===== src/rtl/cache_refill_ctrl_pkg.sv =====
// rtl/cache_refill_ctrl_pkg.sv - shared constants, AXI encodings and FSM states for the refill engine
package cache_refill_ctrl_pkg;

  localparam int LINE_WORDS_DEF  = 16;
  localparam int CACHELINE_WIDTH = LINE_WORDS_DEF * 32;
  localparam int TAG_WIDTH       = 20;

  localparam logic [1:0] AXI_BURST_INCR = 2'b01;
  localparam logic [1:0] AXI_BURST_WRAP = 2'b10;
  localparam logic [2:0] AXI_SIZE_WORD  = 3'b010;

  typedef enum logic [3:0] {
    IDLE,
    WB_RD,
    WB_CAP,
    AW,
    W,
    B,
    AR,
    R,
    FILL
  } state_t;

endpackage


===== src/rtl/cache_refill_ctrl_line_buffer.sv =====
// rtl/cache_refill_ctrl_line_buffer.sv - line_buffer_512: word-writable register array with parallel line load and read
module line_buffer_512
  import cache_refill_ctrl_pkg::*;
#(
  parameter int WORDS = LINE_WORDS_DEF,
  localparam int IDX_W = $clog2(WORDS)
) (
  input  logic                  clk,
  input  logic                  resetn,
  input  logic                  load,
  input  logic [WORDS*32-1:0]   load_line,
  input  logic                  wr_en,
  input  logic [IDX_W-1:0]      wr_idx,
  input  logic [31:0]           wr_data,
  output logic [WORDS*32-1:0]   line
);

  logic [31:0] mem [WORDS];

  // Whole-line load has priority over a single-word write; both never coincide in use.
  always_ff @(posedge clk or negedge resetn) begin
    if (!resetn) begin
      for (int i = 0; i < WORDS; i++) mem[i] <= '0;
    end else if (load) begin
      for (int i = 0; i < WORDS; i++) mem[i] <= load_line[i*32 +: 32];
    end else if (wr_en) begin
      mem[wr_idx] <= wr_data;
    end
  end

  for (genvar g = 0; g < WORDS; g++) begin : g_line
    assign line[g*32 +: 32] = mem[g];
  end

endmodule


===== src/rtl/cache_refill_ctrl.sv =====
// rtl/cache_refill_ctrl.sv - miss engine: optional victim write-back, line refill burst, one-cycle refresh (option: CACHE_CRITICAL_WORD_FIRST_EN)
module cache_refill_ctrl
  import cache_refill_ctrl_pkg::*;
#(
  parameter int         LINE_WORDS = LINE_WORDS_DEF,
  parameter logic [3:0] AXI_ID     = 4'd0
) (
  input  logic                     clk,
  input  logic                     resetn,
  input  logic                     miss,
  input  logic                     dirty,
  input  logic [31:0]              miss_addr,
  input  logic [TAG_WIDTH-1:0]     victim_tag,
  output logic                     write_back,
  input  logic [LINE_WORDS*32-1:0] cacheline_old,
  output logic                     refresh,
  output logic [LINE_WORDS*32-1:0] cacheline_new,
  output logic                     stall,
  output logic [3:0]               arid,
  output logic [31:0]              araddr,
  output logic [7:0]               arlen,
  output logic [2:0]               arsize,
  output logic [1:0]               arburst,
  output logic                     arvalid,
  input  logic                     arready,
  input  logic [31:0]              rdata,
  input  logic                     rlast,
  input  logic                     rvalid,
  output logic                     rready,
  output logic [3:0]               awid,
  output logic [31:0]              awaddr,
  output logic [7:0]               awlen,
  output logic [2:0]               awsize,
  output logic [1:0]               awburst,
  output logic                     awvalid,
  input  logic                     awready,
  output logic [31:0]              wdata,
  output logic [3:0]               wstrb,
  output logic                     wlast,
  output logic                     wvalid,
  input  logic                     wready,
  input  logic                     bvalid,
  output logic                     bready
);

  localparam int                LINE_BITS = LINE_WORDS * 32;
  localparam int                CNT_W     = $clog2(LINE_WORDS);
  localparam int                OFF_W     = CNT_W + 2;
  localparam logic [7:0]        BURST_LEN = 8'(LINE_WORDS - 1);
  localparam logic [CNT_W-1:0]  LAST_BEAT = CNT_W'(LINE_WORDS - 1);

  state_t                 state, state_nxt;
  logic [CNT_W-1:0]       cnt;
  logic [CNT_W-1:0]       start_idx;
  logic [31:0]            addr_q;
  logic [TAG_WIDTH-1:0]   tag_q;
  logic                   post_fill;
  logic                   accept;
  logic [31:0]            victim_addr;
  logic [31:0]            fill_addr;
  logic [1:0]             fill_burst;
  logic [LINE_BITS-1:0]   wb_line;
  logic [LINE_BITS-1:0]   fill_line;
  logic [31:0]            wb_words [LINE_WORDS];
  logic                   unused_addr_bits;

  // post_fill blocks acceptance in the cycle right after FILL, when the
  // requester may still show the old miss before its re-lookup hits.
  assign accept      = resetn && (state == IDLE) && miss && !post_fill;
  assign victim_addr = {tag_q, addr_q[11:OFF_W], {OFF_W{1'b0}}};

`ifdef CACHE_CRITICAL_WORD_FIRST_EN
  assign fill_addr        = {addr_q[31:2], 2'b00};
  assign fill_burst       = AXI_BURST_WRAP;
  assign start_idx        = addr_q[OFF_W-1:2];
  assign unused_addr_bits = ^addr_q[1:0];
`else
  assign fill_addr        = {addr_q[31:OFF_W], {OFF_W{1'b0}}};
  assign fill_burst       = AXI_BURST_INCR;
  assign start_idx        = '0;
  assign unused_addr_bits = ^addr_q[OFF_W-1:0];
`endif

  for (genvar g = 0; g < LINE_WORDS; g++) begin : g_wb_words
    assign wb_words[g] = wb_line[g*32 +: 32];
  end

  line_buffer_512 #(.WORDS(LINE_WORDS)) u_wb_buf (
    .clk       (clk),
    .resetn    (resetn),
    .load      (state == WB_CAP),
    .load_line (cacheline_old),
    .wr_en     (1'b0),
    .wr_idx    ('0),
    .wr_data   ('0),
    .line      (wb_line)
  );

  line_buffer_512 #(.WORDS(LINE_WORDS)) u_fill_buf (
    .clk       (clk),
    .resetn    (resetn),
    .load      (1'b0),
    .load_line ('0),
    .wr_en     ((state == R) && rvalid),
    .wr_idx    (start_idx + cnt),
    .wr_data   (rdata),
    .line      (fill_line)
  );

  // FSM state register.
  always_ff @(posedge clk or negedge resetn) begin
    if (!resetn) state <= IDLE;
    else         state <= state_nxt;
  end

  // Request latching, beat counter and the post-fill acceptance guard.
  always_ff @(posedge clk or negedge resetn) begin
    if (!resetn) begin
      cnt       <= '0;
      addr_q    <= '0;
      tag_q     <= '0;
      post_fill <= 1'b0;
    end else begin
      post_fill <= (state == FILL);
      if (accept) begin
        addr_q <= miss_addr;
        tag_q  <= victim_tag;
      end
      case (state)
        AW:      if (awready)           cnt <= '0;
        W:       if (wvalid && wready)  cnt <= cnt + 1'b1;
        AR:      if (arready)           cnt <= '0;
        R:       if (rvalid)            cnt <= cnt + 1'b1;
        default: ;
      endcase
    end
  end

  // Next-state and Moore outputs; every AXI valid comes from the state register.
  always_comb begin
    state_nxt     = state;
    write_back    = 1'b0;
    refresh       = 1'b0;
    cacheline_new = '0;
    stall         = accept || (state != IDLE);
    arid          = '0;
    araddr        = '0;
    arlen         = '0;
    arsize        = '0;
    arburst       = '0;
    arvalid       = 1'b0;
    rready        = 1'b0;
    awid          = '0;
    awaddr        = '0;
    awlen         = '0;
    awsize        = '0;
    awburst       = '0;
    awvalid       = 1'b0;
    wdata         = '0;
    wstrb         = '0;
    wlast         = 1'b0;
    wvalid        = 1'b0;
    bready        = 1'b0;
    case (state)
      IDLE: begin
        if (accept) state_nxt = dirty ? WB_RD : AR;
      end
      WB_RD: begin
        write_back = 1'b1;
        state_nxt  = WB_CAP;
      end
      WB_CAP: begin
        state_nxt = AW;
      end
      AW: begin
        awvalid = 1'b1;
        awid    = AXI_ID;
        awaddr  = victim_addr;
        awlen   = BURST_LEN;
        awsize  = AXI_SIZE_WORD;
        awburst = AXI_BURST_INCR;
        if (awready) state_nxt = W;
      end
      W: begin
        wvalid = 1'b1;
        wdata  = wb_words[cnt];
        wstrb  = 4'hF;
        wlast  = (cnt == LAST_BEAT);
        if (wready && wlast) state_nxt = B;
      end
      B: begin
        bready = 1'b1;
        if (bvalid) state_nxt = AR;
      end
      AR: begin
        arvalid = 1'b1;
        arid    = AXI_ID;
        araddr  = fill_addr;
        arlen   = BURST_LEN;
        arsize  = AXI_SIZE_WORD;
        arburst = fill_burst;
        if (arready) state_nxt = R;
      end
      R: begin
        rready = 1'b1;
        if (rvalid && rlast) state_nxt = FILL;
      end
      FILL: begin
        refresh       = 1'b1;
        cacheline_new = fill_line;
        state_nxt     = IDLE;
      end
      default: state_nxt = IDLE;
    endcase
  end

endmodule

===== config.mk =====
export PLATFORM = sky130hd
export DESIGN_NAME = cache_refill_ctrl
export DESIGN_NICKNAME = d
export VERILOG_FILES = /design/src/rtl/cache_refill_ctrl_pkg.sv /design/src/rtl/cache_refill_ctrl_line_buffer.sv /design/src/rtl/cache_refill_ctrl.sv
export SDC_FILE = /design/constraint.sdc
export NUM_CORES = 2
export LEC_CHECK = 0
export BUFFER_PORTS_ARGS = -buffer_cell sky130_fd_sc_hd__buf_2
export CAP_MARGIN = 15
export CORE_AREA = 2 2 487 489
export CTS_BUF_LIST = sky130_fd_sc_hd__clkbuf_4 sky130_fd_sc_hd__clkbuf_8 sky130_fd_sc_hd__clkbuf_16
export DETAILED_ROUTE_END_ITERATION = 8
export DIE_AREA = 0 0 489 491
export PLACE_DENSITY_LB_ADDON = 0.3
export RECOVER_POWER = 100
export SKIP_CTS_REPAIR_TIMING = 1
export SLEW_MARGIN = 10
export SYNTH_ARGS = -nofsm -noshare
export SYNTH_HDL_FRONTEND = slang
export SYNTH_SLANG_ARGS = --single-unit

===== constraint.sdc =====
create_clock -name clk -period 7.49 [get_ports clk]
set_clock_uncertainty 0.05 [all_clocks]
set_input_delay 1.1235 -clock clk [delete_from_list [all_inputs] [get_ports clk]]
set_output_delay 1.1235 -clock clk [all_outputs]
set_load 0.02 [all_outputs]

==> metrics.csv <==
metric,value,unit
gp_congestion,0.862,
total_leakage_power,28.3,nW
regToRegEndpoint,u_fill_buf.line[52]$_DFFE_PN0P_,
vias,32100,
hpwl,144000,microns
cp-end-kind,output pin,
postLayoutCellArea,61900,sq um
grt_pass1_wl,266000,microns
track_usage,0.157,
rrSetupSlack,1.96,ns
status,finished with violations,
cp_max_fo,30,
clock-root-buffer,clkbuf_16,
syn_to_final_growth,26.9,%
start_kind,register,
overflow,0,
cap_violations,31,
worst_hold_path_type,in2async,
required,6.32,ns
crit_path_frequent_cell,clkbuf_1,
die_y,491,microns
setup_violations,0,
drc_errors,0,
period_needed,5.91,ns
n_fill_cell,24900,
via_per_inst,4.12,
cp_slowest_stage_delay,1.08,ns
grt_antenna_before_repair,154,
fp-row-count,178,
layout_commonest_cell,dfrtp_1,
cts_tree,done,
final_util,0.264,
placed_area,57800,sq um
ys_types,45,
hold_viol_final,0,
violations,"capacitance limit, slew limit",
start_util,0.208,
cp_slowest_cell,clkbuf_1,
seq_area_frac_synth,0.553,
ant_nets,0,
coreArea,235000,sq um
yosys-top-cells-area,"dfrtp_1, mux2_2, and2_1",
nNetsFinal,5090,
synth.avg_cell_area,14.7,sq um
cts_buffers,131,
clock-sinks,1079,
clockBufferDepth,3,
ys_warn_count,0,
ys_ff_latch,1079,
die_w,489,microns
final_max_slew_viol_count,1519,
worst_pin_slew,3.77,ns
htreeDepth,4,
drtIter0Drc,1681,
syn_area,48800,sq um
path_clk_slew,0.06,ns
ioPinCount,1261,
drtPass1Iterations,5,
drive_gt1_frac,0.514,
grt_max_degree,256,
rsz0062_at_grt,false,
portBuffers,1220,
max_slew_margin,-1.52,
regToRegStartpoint,cnt[1]$_DFFE_PN0P_,
final_cell_mix,"dfrtp_1, mux2_2, buf_2",
grt_pass1_vias,33300,
crit_type,reg2out,
die_area,240000,sq um
clock_latency,0.76,ns
wirelength,194000,microns
clock.fmax,0.169,GHz
wl_per_cell,24.9,microns
cp.arrival,4.74,ns
fin_crit_sh,0.789,
r2r_cells,7,
cp_cell_sequence,clkbuf_1 > mux4_2 > mux2i_1 > o22ai_1 > clkbuf_1,
tns,0,ns
yosysTopAreaCell,dfrtp_1,
yosysTopAreaCellShare,0.553,
peakVddDrop,0.228,mV
synthCells,3330,
power.density,353,nW/um^2
[worst max-delay path: cells and delay by family (launching register included)]
kind | cells | cell delay, ns
compound gates | 1 | 0.45
flops | 1 | 0.92
buf+inv | 2 | 1.36
mux | 2 | 1.16
[worst max-delay path by stage]
stage	startpoint	endpoint	cells past startpoint	slack, ns
2_1_floorplan	state[3]$_DFFE_PN0P_	araddr[25]	4	4.28
3_3_place_gp	cnt[0]$_DFFE_PN0P_	wdata[19]	5	2.82
3_5_place_dp	cnt[0]$_DFFE_PN0P_	wdata[19]	5	2.81
4_1_cts	cnt[0]$_DFFE_PN0P_	wdata[19]	5	1.90
5_1_grt	cnt[0]$_DFFE_PN0P_	wdata[9]	5	1.28
6_report	cnt[0]$_DFFE_PN0P_	wdata[9]	5	1.58
[registers in the layout, indices dropped and copies added (netlist names)]
| register | cells |
|---|---|
| addr_q | 26 |
| cnt | 4 |
| post_fill | 1 |
| state | 4 |
| tag_q | 20 |
| u_fill_buf.line | 512 |
| u_wb_buf.line | 512 |
[report_power, final]
group          total, mW  switching (mW)  internal [mW]
clock network       6.82            2.66           4.16
logic               6.16            2.83           3.33
registers           8.85            1.14           7.72
[routing by layer]
metal / up-vias / GRT usage / share of wire
met5: - / 0 / 0.0051
met4: 162 / 0.0430 / 0.027
met3: 382 / 0.0594 / 0.088
met2: 1148 / 0.284 / 0.51
met1: 16300 / 0.171 / 0.37
li1: 14100 / - / -
[cells by family (layout without fill, tap and decap cells)]
| logic type | count (synthesis) | count (layout) | synth area share |
|---|---|---|---|
| flip-flops | 1079 | 1079 | 0.553 |
| AND/OR/NAND/NOR | 625 | 625 | 0.0798 |
| multiplexers | 1266 | 1266 | 0.320 |
| buffers and inverters | 307 | 1523 | 0.0392 |
| AO/OA/AOI/OAI | 48 | 48 | 0.00654 |
| adder cells (fa/ha/maj) | 4 | 4 | 0.00103 |
| other | 1 | 97 | 0.0000769 |
[stage by stage]
| stage | power [mW] | hold WS (ns) | std cells | setup slack, ns |
|---|---|---|---|---|
| finish | 21.8 | 0.278 | 7792 | 1.58 |
| global placement | 15.2 | 0.429 | 7497 | 2.82 |
| detailed placement | 15.4 | 0.434 | 7497 | 2.81 |
| global route | 23.0 | 0.268 | 7758 | 1.28 |
| floorplan | 13.0 | 0.420 | 3363 | 4.28 |
| CTS | 22.4 | 0.243 | 7729 | 1.90 |
[cells in the mapped netlist (all sizes together)]
| cell | count |
|---|---|
| mux4 | 128 |
| nand2 | 23 |
| nand4b | 1 |
| o31ai | 1 |
| nor3 | 4 |
| o2bb2ai | 1 |
| ha | 4 |
| or3b | 2 |
| buf | 178 |
| o21bai | 1 |
| and3 | 5 |
| a211oi | 1 |
| nor2b | 4 |
| nor4 | 3 |
| a31oi | 1 |
| nand3 | 1 |
| a22o | 1 |
| and2 | 565 |
| mux2i | 66 |
| nand4 | 1 |
| mux2 | 1072 |
| o21ai | 2 |
| o22ai | 33 |
| o41ai | 3 |
| or4b | 2 |
| or3 | 1 |
| nand2b | 3 |
| inv | 6 |
| dfrtp | 1079 |
| clkbuf | 123 |
| a21oi | 2 |
| nand4bb | 1 |
| nor4b | 3 |
| o21a | 1 |
| nor2 | 4 |
| nand3b | 2 |
| a21boi | 1 |
| conb | 1 |
[final cells by class]
type                    count  area, sq um  area share
well taps                3150         3940      0.0637
clock inverters            38          616     0.00994
flip-flops and latches   1079        27000       0.436
clock buffers             194         4000      0.0647
inverters                   6         22.5    0.000364
diodes                     63          158     0.00255
multi-input cells        1977        20000       0.324
repair buffers           1285         6110      0.0986
Power figures use the tool's default switching activity.
